$ cat config.mk
export PLATFORM = sky130hd
export DESIGN_NAME = pipe_share_arbiter_flat
export DESIGN_NICKNAME = d
export VERILOG_FILES = /design/src/rtl/pipe_share_arbiter_if.sv /design/src/rtl/pipe_share_arbiter.sv /design/src/flat_wrapper.sv
export SDC_FILE = /design/constraint.sdc
export NUM_CORES = 1
export LEC_CHECK = 0
export BUFFER_PORTS_ARGS = -buffer_cell sky130_fd_sc_hd__buf_4
export CAP_MARGIN = 30
export CORE_MARGIN = 2
export CORE_UTILIZATION = 25
export DETAILED_ROUTE_END_ITERATION = 8
export GPL_ROUTABILITY_DRIVEN = 0
export HOLD_SLACK_MARGIN = 0.05
export SLEW_MARGIN = 0
export SYNTH_ARGS = -nofsm -noshare
export SYNTH_HDL_FRONTEND = slang
export SYNTH_SLANG_ARGS = --single-unit
$ cat constraint.sdc
create_clock -name clk -period 7.2 [get_ports clk]
set_input_delay 0.36 -clock clk [delete_from_list [all_inputs] [get_ports clk]]
set_output_delay 0.36 -clock clk [all_outputs]
set_load 0.005 [all_outputs]
$ cat src/rtl/pipe_share_arbiter_if.sv
// Handshake bundle between requesters, the arbiter and the shared external pipeline.
interface pipe_share_arbiter_if #(
  parameter int NUM_REQ = 4,
  parameter int DATA_W  = 8,
  parameter int ID_W    = (NUM_REQ > 1) ? $clog2(NUM_REQ) : 1
);
  logic [NUM_REQ-1:0]        req_valid_i;
  logic [NUM_REQ-1:0]        req_last_i;
  logic [NUM_REQ*DATA_W-1:0] req_data_i;
  logic [NUM_REQ-1:0]        req_ready_o;
  logic                      pipe_valid_o;
  logic [DATA_W-1:0]         pipe_data_o;
  logic [DATA_W-1:0]         pipe_data_i;
  logic [NUM_REQ-1:0]        rsp_valid_o;
  logic [DATA_W-1:0]         rsp_data_o;
  logic                      rsp_last_o;
  logic                      locked_o;
  logic [ID_W-1:0]           owner_o;

  // master: requesters plus the external pipeline; slave: the arbiter
  modport master (
    output req_valid_i, req_last_i, req_data_i, pipe_data_i,
    input  req_ready_o, pipe_valid_o, pipe_data_o, rsp_valid_o, rsp_data_o,
           rsp_last_o, locked_o, owner_o
  );
  modport slave (
    input  req_valid_i, req_last_i, req_data_i, pipe_data_i,
    output req_ready_o, pipe_valid_o, pipe_data_o, rsp_valid_o, rsp_data_o,
           rsp_last_o, locked_o, owner_o
  );
endinterface

$ cat src/rtl/pipe_share_arbiter.sv
// Frame-locking round-robin arbiter feeding one shared fixed-latency pipeline,
// with a tag delay line that routes each result back to its requester.
module pipe_share_arbiter #(
  parameter int NUM_REQ    = 4,
  parameter int DATA_W     = 8,
  parameter int PIPE_DEPTH = 3,
  parameter int ID_W       = (NUM_REQ > 1) ? $clog2(NUM_REQ) : 1
) (
  input  logic                 clk,
  input  logic                 rst,
  pipe_share_arbiter_if.slave  bus
);
  typedef enum logic {IDLE, LOCKED} state_t;

  state_t                        state;
  logic                          locked;
  logic [ID_W-1:0]               rr_ptr, owner, winner, acc_id;
  logic [ID_W:0]                 cand;
  logic                          any_vld, acc, acc_last;
  logic [DATA_W-1:0]             acc_data, pipe_data;
  logic [NUM_REQ-1:0]            ready, rsp;
  logic [PIPE_DEPTH:0]           vld_pipe, last_pipe;
  logic [PIPE_DEPTH:0][ID_W-1:0] id_pipe;

  function automatic logic [ID_W-1:0] next_id(input logic [ID_W-1:0] id);
    return (int'(id) == NUM_REQ-1) ? '0 : id + ID_W'(1);
  endfunction

  // Walk downward so the lowest offset from rr_ptr is the last (winning) write.
  always_comb begin
    winner  = rr_ptr;
    any_vld = 1'b0;
    cand    = '0;
    for (int i = NUM_REQ-1; i >= 0; i--) begin
      cand = {1'b0, rr_ptr} + (ID_W+1)'(i);
      if (cand >= (ID_W+1)'(NUM_REQ)) cand = cand - (ID_W+1)'(NUM_REQ);
      if (bus.req_valid_i[cand[ID_W-1:0]]) begin
        winner  = cand[ID_W-1:0];
        any_vld = 1'b1;
      end
    end
  end

  always_comb begin
    ready = '0;
    if (!rst) begin
      if (state == LOCKED) ready[owner] = 1'b1;
      else if (any_vld)    ready[winner] = 1'b1;
    end
  end

  assign acc_id   = (state == LOCKED) ? owner : winner;
  assign acc      = |(ready & bus.req_valid_i);
  assign acc_last = bus.req_last_i[acc_id];
  assign acc_data = bus.req_data_i[int'(acc_id)*DATA_W +: DATA_W];

  always_ff @(posedge clk) begin
    if (rst) begin
      state     <= IDLE;
      locked    <= 1'b0;
      rr_ptr    <= '0;
      owner     <= '0;
      pipe_data <= '0;
      vld_pipe  <= '0;
      last_pipe <= '0;
      id_pipe   <= '0;
    end else begin
      vld_pipe[0]  <= acc;
      id_pipe[0]   <= acc_id;
      last_pipe[0] <= acc_last;
      if (acc) pipe_data <= acc_data;
      // Tag stage 0 rides with pipe_valid; stage PIPE_DEPTH lines up with pipe_data_i.
      for (int s = 1; s <= PIPE_DEPTH; s++) begin
        vld_pipe[s]  <= vld_pipe[s-1];
        id_pipe[s]   <= id_pipe[s-1];
        last_pipe[s] <= last_pipe[s-1];
      end
      case (state)
        IDLE: if (acc) begin
          owner <= winner;
          if (acc_last) rr_ptr <= next_id(winner);
          else begin
            state  <= LOCKED;
            locked <= 1'b1;
          end
        end
        LOCKED: if (acc && acc_last) begin
          state  <= IDLE;
          locked <= 1'b0;
          rr_ptr <= next_id(owner);
        end
        default: state <= IDLE;
      endcase
    end
  end

  // Responses are suppressed while rst is high so in-flight beats never surface.
  always_comb begin
    rsp = '0;
    for (int k = 0; k < NUM_REQ; k++)
      rsp[k] = vld_pipe[PIPE_DEPTH] && !rst && (id_pipe[PIPE_DEPTH] == ID_W'(k));
  end

  assign bus.req_ready_o  = ready;
  assign bus.pipe_valid_o = vld_pipe[0];
  assign bus.pipe_data_o  = pipe_data;
  assign bus.rsp_valid_o  = rsp;
  assign bus.rsp_data_o   = bus.pipe_data_i;
  assign bus.rsp_last_o   = vld_pipe[PIPE_DEPTH] & last_pipe[PIPE_DEPTH] & ~rst;
  assign bus.locked_o     = locked;
  assign bus.owner_o      = owner;
endmodule
$ cat src/flat_wrapper.sv
// flat-port wrapper written by rule: the top's interface ports become plain ports
module pipe_share_arbiter_flat 
#(
  parameter int NUM_REQ    = 4,
  parameter int DATA_W     = 8,
  parameter int PIPE_DEPTH = 3,
  parameter int ID_W       = (NUM_REQ > 1) ? $clog2(NUM_REQ) : 1
)
  (clk, rst, bus_req_valid_i, bus_req_last_i, bus_req_data_i, bus_pipe_data_i, bus_req_ready_o, bus_pipe_valid_o, bus_pipe_data_o, bus_rsp_valid_o, bus_rsp_data_o, bus_rsp_last_o, bus_locked_o, bus_owner_o);
  pipe_share_arbiter_if #(.NUM_REQ(NUM_REQ), .DATA_W(DATA_W), .ID_W(ID_W)) bus_i ();
  input  logic clk;
  input  logic rst;
  input wire logic [$bits(bus_i.req_valid_i)-1:0] bus_req_valid_i;
  input wire logic [$bits(bus_i.req_last_i)-1:0] bus_req_last_i;
  input wire logic [$bits(bus_i.req_data_i)-1:0] bus_req_data_i;
  input wire logic [$bits(bus_i.pipe_data_i)-1:0] bus_pipe_data_i;
  output wire logic [$bits(bus_i.req_ready_o)-1:0] bus_req_ready_o;
  output wire logic [$bits(bus_i.pipe_valid_o)-1:0] bus_pipe_valid_o;
  output wire logic [$bits(bus_i.pipe_data_o)-1:0] bus_pipe_data_o;
  output wire logic [$bits(bus_i.rsp_valid_o)-1:0] bus_rsp_valid_o;
  output wire logic [$bits(bus_i.rsp_data_o)-1:0] bus_rsp_data_o;
  output wire logic [$bits(bus_i.rsp_last_o)-1:0] bus_rsp_last_o;
  output wire logic [$bits(bus_i.locked_o)-1:0] bus_locked_o;
  output wire logic [$bits(bus_i.owner_o)-1:0] bus_owner_o;
  assign bus_i.req_valid_i = bus_req_valid_i;
  assign bus_i.req_last_i = bus_req_last_i;
  assign bus_i.req_data_i = bus_req_data_i;
  assign bus_i.pipe_data_i = bus_pipe_data_i;
  assign bus_req_ready_o = bus_i.req_ready_o;
  assign bus_pipe_valid_o = bus_i.pipe_valid_o;
  assign bus_pipe_data_o = bus_i.pipe_data_o;
  assign bus_rsp_valid_o = bus_i.rsp_valid_o;
  assign bus_rsp_data_o = bus_i.rsp_data_o;
  assign bus_rsp_last_o = bus_i.rsp_last_o;
  assign bus_locked_o = bus_i.locked_o;
  assign bus_owner_o = bus_i.owner_o;
  pipe_share_arbiter #(.NUM_REQ(NUM_REQ), .DATA_W(DATA_W), .PIPE_DEPTH(PIPE_DEPTH), .ID_W(ID_W)) u_core (.clk(clk), .rst(rst), .bus(bus_i));
endmodule
==> parameters.txt <==
Parameter                              Value

Outcome
  Status ... finished clean

Floorplan
  Chip Width ... 86.35 µm
  Count of standard-cell rows ... 30
  Starting utilization of the core area ... 25.37%
  Area of the die ... 0.007456 mm²
  CORE AREA ... ~0.0067 mm²
  Die Ht ... 86.35 µm
  Number of top-level pins ... 79

STA
  RSZ-0062 raised after global routing ... no
  Final setup skew ... 0.006074 ns
  Setup violations, final ... 0
  Setup TNS ... 0 ns
  Crit path setup slack, layout ... 4.103 ns
  Normalized max-slew margin ... 49.19%
  Final critical path time including I/O delays and setup ... 3.097 ns
  Number of hold violations in the final report ... 0
  Number of max-slew violations in the final report ... 0
  Highest achievable clock rate ... 0.3229 GHz
  Actual slew at the worst max-slew pin ... 0.7598 ns
  Share of the clock period used by the worst path after layout ... ~43%

Drt
  Post-detailed-route via-to-cell ratio ... 4.324
  Total number of vias ... 1,336
  Remaining number of nets flagged by the antenna check after routing ... 0
  Wire length after detailed routing ... 3431 µm
  Post-detailed-route wirelength per cell ... 11.10 µm
  Detailed Route Iter0 Violations ... 55
  Pre-antenna DRT Iters ... 4
  Number of remaining DRC errors ... 0

Synth
  Most common cell in the netlist ... dfxtp_1
  Syn_area_per_cell ... 9.633 µm²
  Largest area contributor in the netlist ... dfxtp_1
  Number of synthesized flops with an enable pin ... 0
  Most frequent cells after synthesis ... dfxtp_1, nor2b_1, nand2_1
  Gate count of the mapped netlist ... 176
  Yosys synthesis warning count ... 0
  Post-synth cell types ... 34
  Proportion of synthesized chip area in sequential cells ... 35.42%
  Synthesized Nets ... about 230
  Netlist area before placement ... 0.001695 mm²
  Top cells by area in the synthesized netlist ... dfxtp_1, mux4_2, nor2b_1, ha_1, nand2b_1
  Number of register bits inferred by synthesis ... 30
  Proportion of register bits with asynchronous set or reset after synthesis ... 0%
  Fraction of post-synthesis cell area in the top cell type by area ... 35.42%
  Synth Flop Type ... dfxtp_1

Cells and area
  Filler Cell Count ... roughly 710
  Ant diodes ... 0
  Layout overhead on the synthesized area ... 32.10%
  Footprint of the multi-input gates ... 937.1 µm²
  Flip-flop and latch area ... 600.6 µm²
  Post-Route Utilization ... between 30% and 40%
  Post-route non-filler standard cell count ... 309
  Post-route design area ... 0.002240 mm²
  Number of nets in the layout ... 286
  Share of layout cells above drive strength 1 ... 37.12%

GRT
  Total gr overflow ... 0
  Initial antenna violation count ... 0
  First-pass GRT wire length ... 5954 µm
  Global-route usage over all layers ... 9.805%
  Maximum number of pins on one net before global-route repair ... 39
  Number of global-route vias before repair ... 1,345

Pwr
  Power per standard cell area ... 327.9 mW/mm²
  Static power due to leakage ... 0.9569 nW
  Largest vdd supply drop ... around 0.11 mV

Worst hold path
  Classification of the worst-slack hold path ... flop to flop
  Worst Hold Path EP ... u_core.last_pipe[2]$_SDFF_PP0_
  Cell count of the worst hold path ... 1
  Launch instance of the worst min-delay path ... u_core.last_pipe[1]$_SDFF_PP0_

Setup path
  Worst r2r path cells ... 11
  Crit Reg-Reg Startpoint ... u_core.rr_ptr[0]$_SDFFE_PP0P_
  Slack of the worst reg-to-reg path ... between 4 and 5 ns
  Worst-path maximum fanout ... 20
  Worst EP arrival ... between 3 and 4 ns
  Worst Setup End Kind ... flop
  Nature of the critical path startpoint ... flop
  Data required time of the worst path ... 7.35 ns
  Critical path class ... flop to flop
  Destination of the worst register-to-register timing path ... u_core.bus.owner_o[1]$_SDFFE_PP0P_

Clocking
  Cell at the root of the clock tree ... clkbuf_8
  Sinks on Clock Net ... 30
  CTS tree ... built
  Clock latency at the later pin of the worst-skew pair ... 0.28 ns
  CTS H-Tree Depth ... 2
  Clock transition at the register clock pins on the worst setup and hold paths after CTS ... 0.06 ns
  Cells resized by post-CTS repair ... 0
  Clock buffer count from CTS ... 5
  Max clock buf depth ... 2
  CTS hold repair buffers ... 0
  Post-CTS setup repair buffer count ... 0

Place
  Total of buffers placed on input and output ports ... 62
  Setup slack after placement ... 3.914 ns
  Placed wire-length estimate ... 2671 µm
  Cell area reported after detailed placement ... 0.002145 mm²
  Total placed cells including tap cells ... between 300 and 400

Run
  # Max-Cap Violations ... 0
-- worst max-delay path, cell delays in order (launching register included) --
cell      delay [ns]
dfxtp_1         0.38
nor2b_1         0.09
o41ai_2         0.58
inv_1           0.15
ha_1            0.23
inv_1           0.05
o31ai_1         0.08
nand3b_1        0.11
nand4_1         0.60
and2_1          0.48
a21oi_1         0.17
nor2_1          0.05
-- logic make-up (layout without fill, tap and decap cells) --
| kind of cell | count (synthesis) | in the layout | share of synthesized area (%) |
|---|---|---|---|
| flops | 30 | 30 | 35.42 |
| mux | 16 | 16 | 15.94 |
| fa+ha+maj | 8 | 8 | 5.904 |
| compound gates | 25 | 25 | 9.594 |
| simple gates | 69 | 69 | 23.84 |
| buf+inv | 28 | 81 | 9.299 |
-- metrics by stage --
step                hold WS (ns)  total power (W)
floorplan                 0.4138        0.0005059
global placement          0.4179        0.0006035
detailed placement        0.4220        0.0006036
CTS                       0.4373        0.0007471
global route              0.4516        0.0007968
finish                    0.4334        0.0007343
-- state kept, by name, indices dropped and copies added, names as in the netlist, named ones only --
name	count
u_core.bus.pipe_data_o	8
u_core.id_pipe	8
u_core.rr_ptr	2
u_core.vld_pipe	4
u_core.bus.owner_o	2
u_core.last_pipe	4
u_core.bus.locked_o	1
-- layer usage --
layer | vias up | part of all wire, % | global-route usage, %
met5 | - | 0 | 0
met4 | 0 | 0.85 | 3.125
met3 | 5 | 13 | 4.381
met2 | 67 | 40 | 14.69
met1 | 572 | 46 | 12.66
li1 | 692 | - | -
-- power breakdown --
group / switching (W) / internal (W) / leakage, nW / total (W)
Combinational: 0.000161 / 0.000184 / 0.664 / 0.000345
Clock: 0.0000615 / 0.0000766 / 0.0472 / 0.000138
Sequential: 0.0000339 / 0.000217 / 0.246 / 0.000251
Total: 0.000256 / 0.000478 / 0.957 / 0.000734
-- worst max-delay path by stage --
stage / from / to / slack [ns]
3_5_place_dp: bus_req_valid_i[0] / u_core.bus.owner_o[1]$_SDFFE_PP0P_ / 3.91
2_1_floorplan: bus_req_valid_i[0] / u_core.rr_ptr[0]$_SDFFE_PP0P_ / 4.84
5_1_grt: u_core.rr_ptr[0]$_SDFFE_PP0P_ / u_core.bus.locked_o$_SDFFE_PP0P_ / 3.75
6_report: u_core.rr_ptr[0]$_SDFFE_PP0P_ / u_core.bus.owner_o[1]$_SDFFE_PP0P_ / 4.10
3_3_place_gp: bus_req_valid_i[0] / u_core.bus.owner_o[1]$_SDFFE_PP0P_ / 3.97
4_1_cts: u_core.rr_ptr[0]$_SDFFE_PP0P_ / u_core.bus.owner_o[1]$_SDFFE_PP0P_ / 4.08
-- area by class of cell --
cell class	instances	share of cell area [%]
inverters	11	1.844
flip-flops and latches	30	26.82
well taps	80	4.469
clock buffers	6	3.687
repair buffers	62	20.78
clock inverters	2	0.5587
multi-input cells	118	41.84
-- cell usage in the layout, fill, tap and decap left out, types with 8 or more instances in the layout --
cell type and count:
buf_4 62, ha_1 8, nand2_1 13, nand2b_1 10, nor2b_1 23, o21ai_1 11
mux4_2 8, dfxtp_1 30, inv_1 10, nor2_1 8
(Power assumes the default switching activity.)
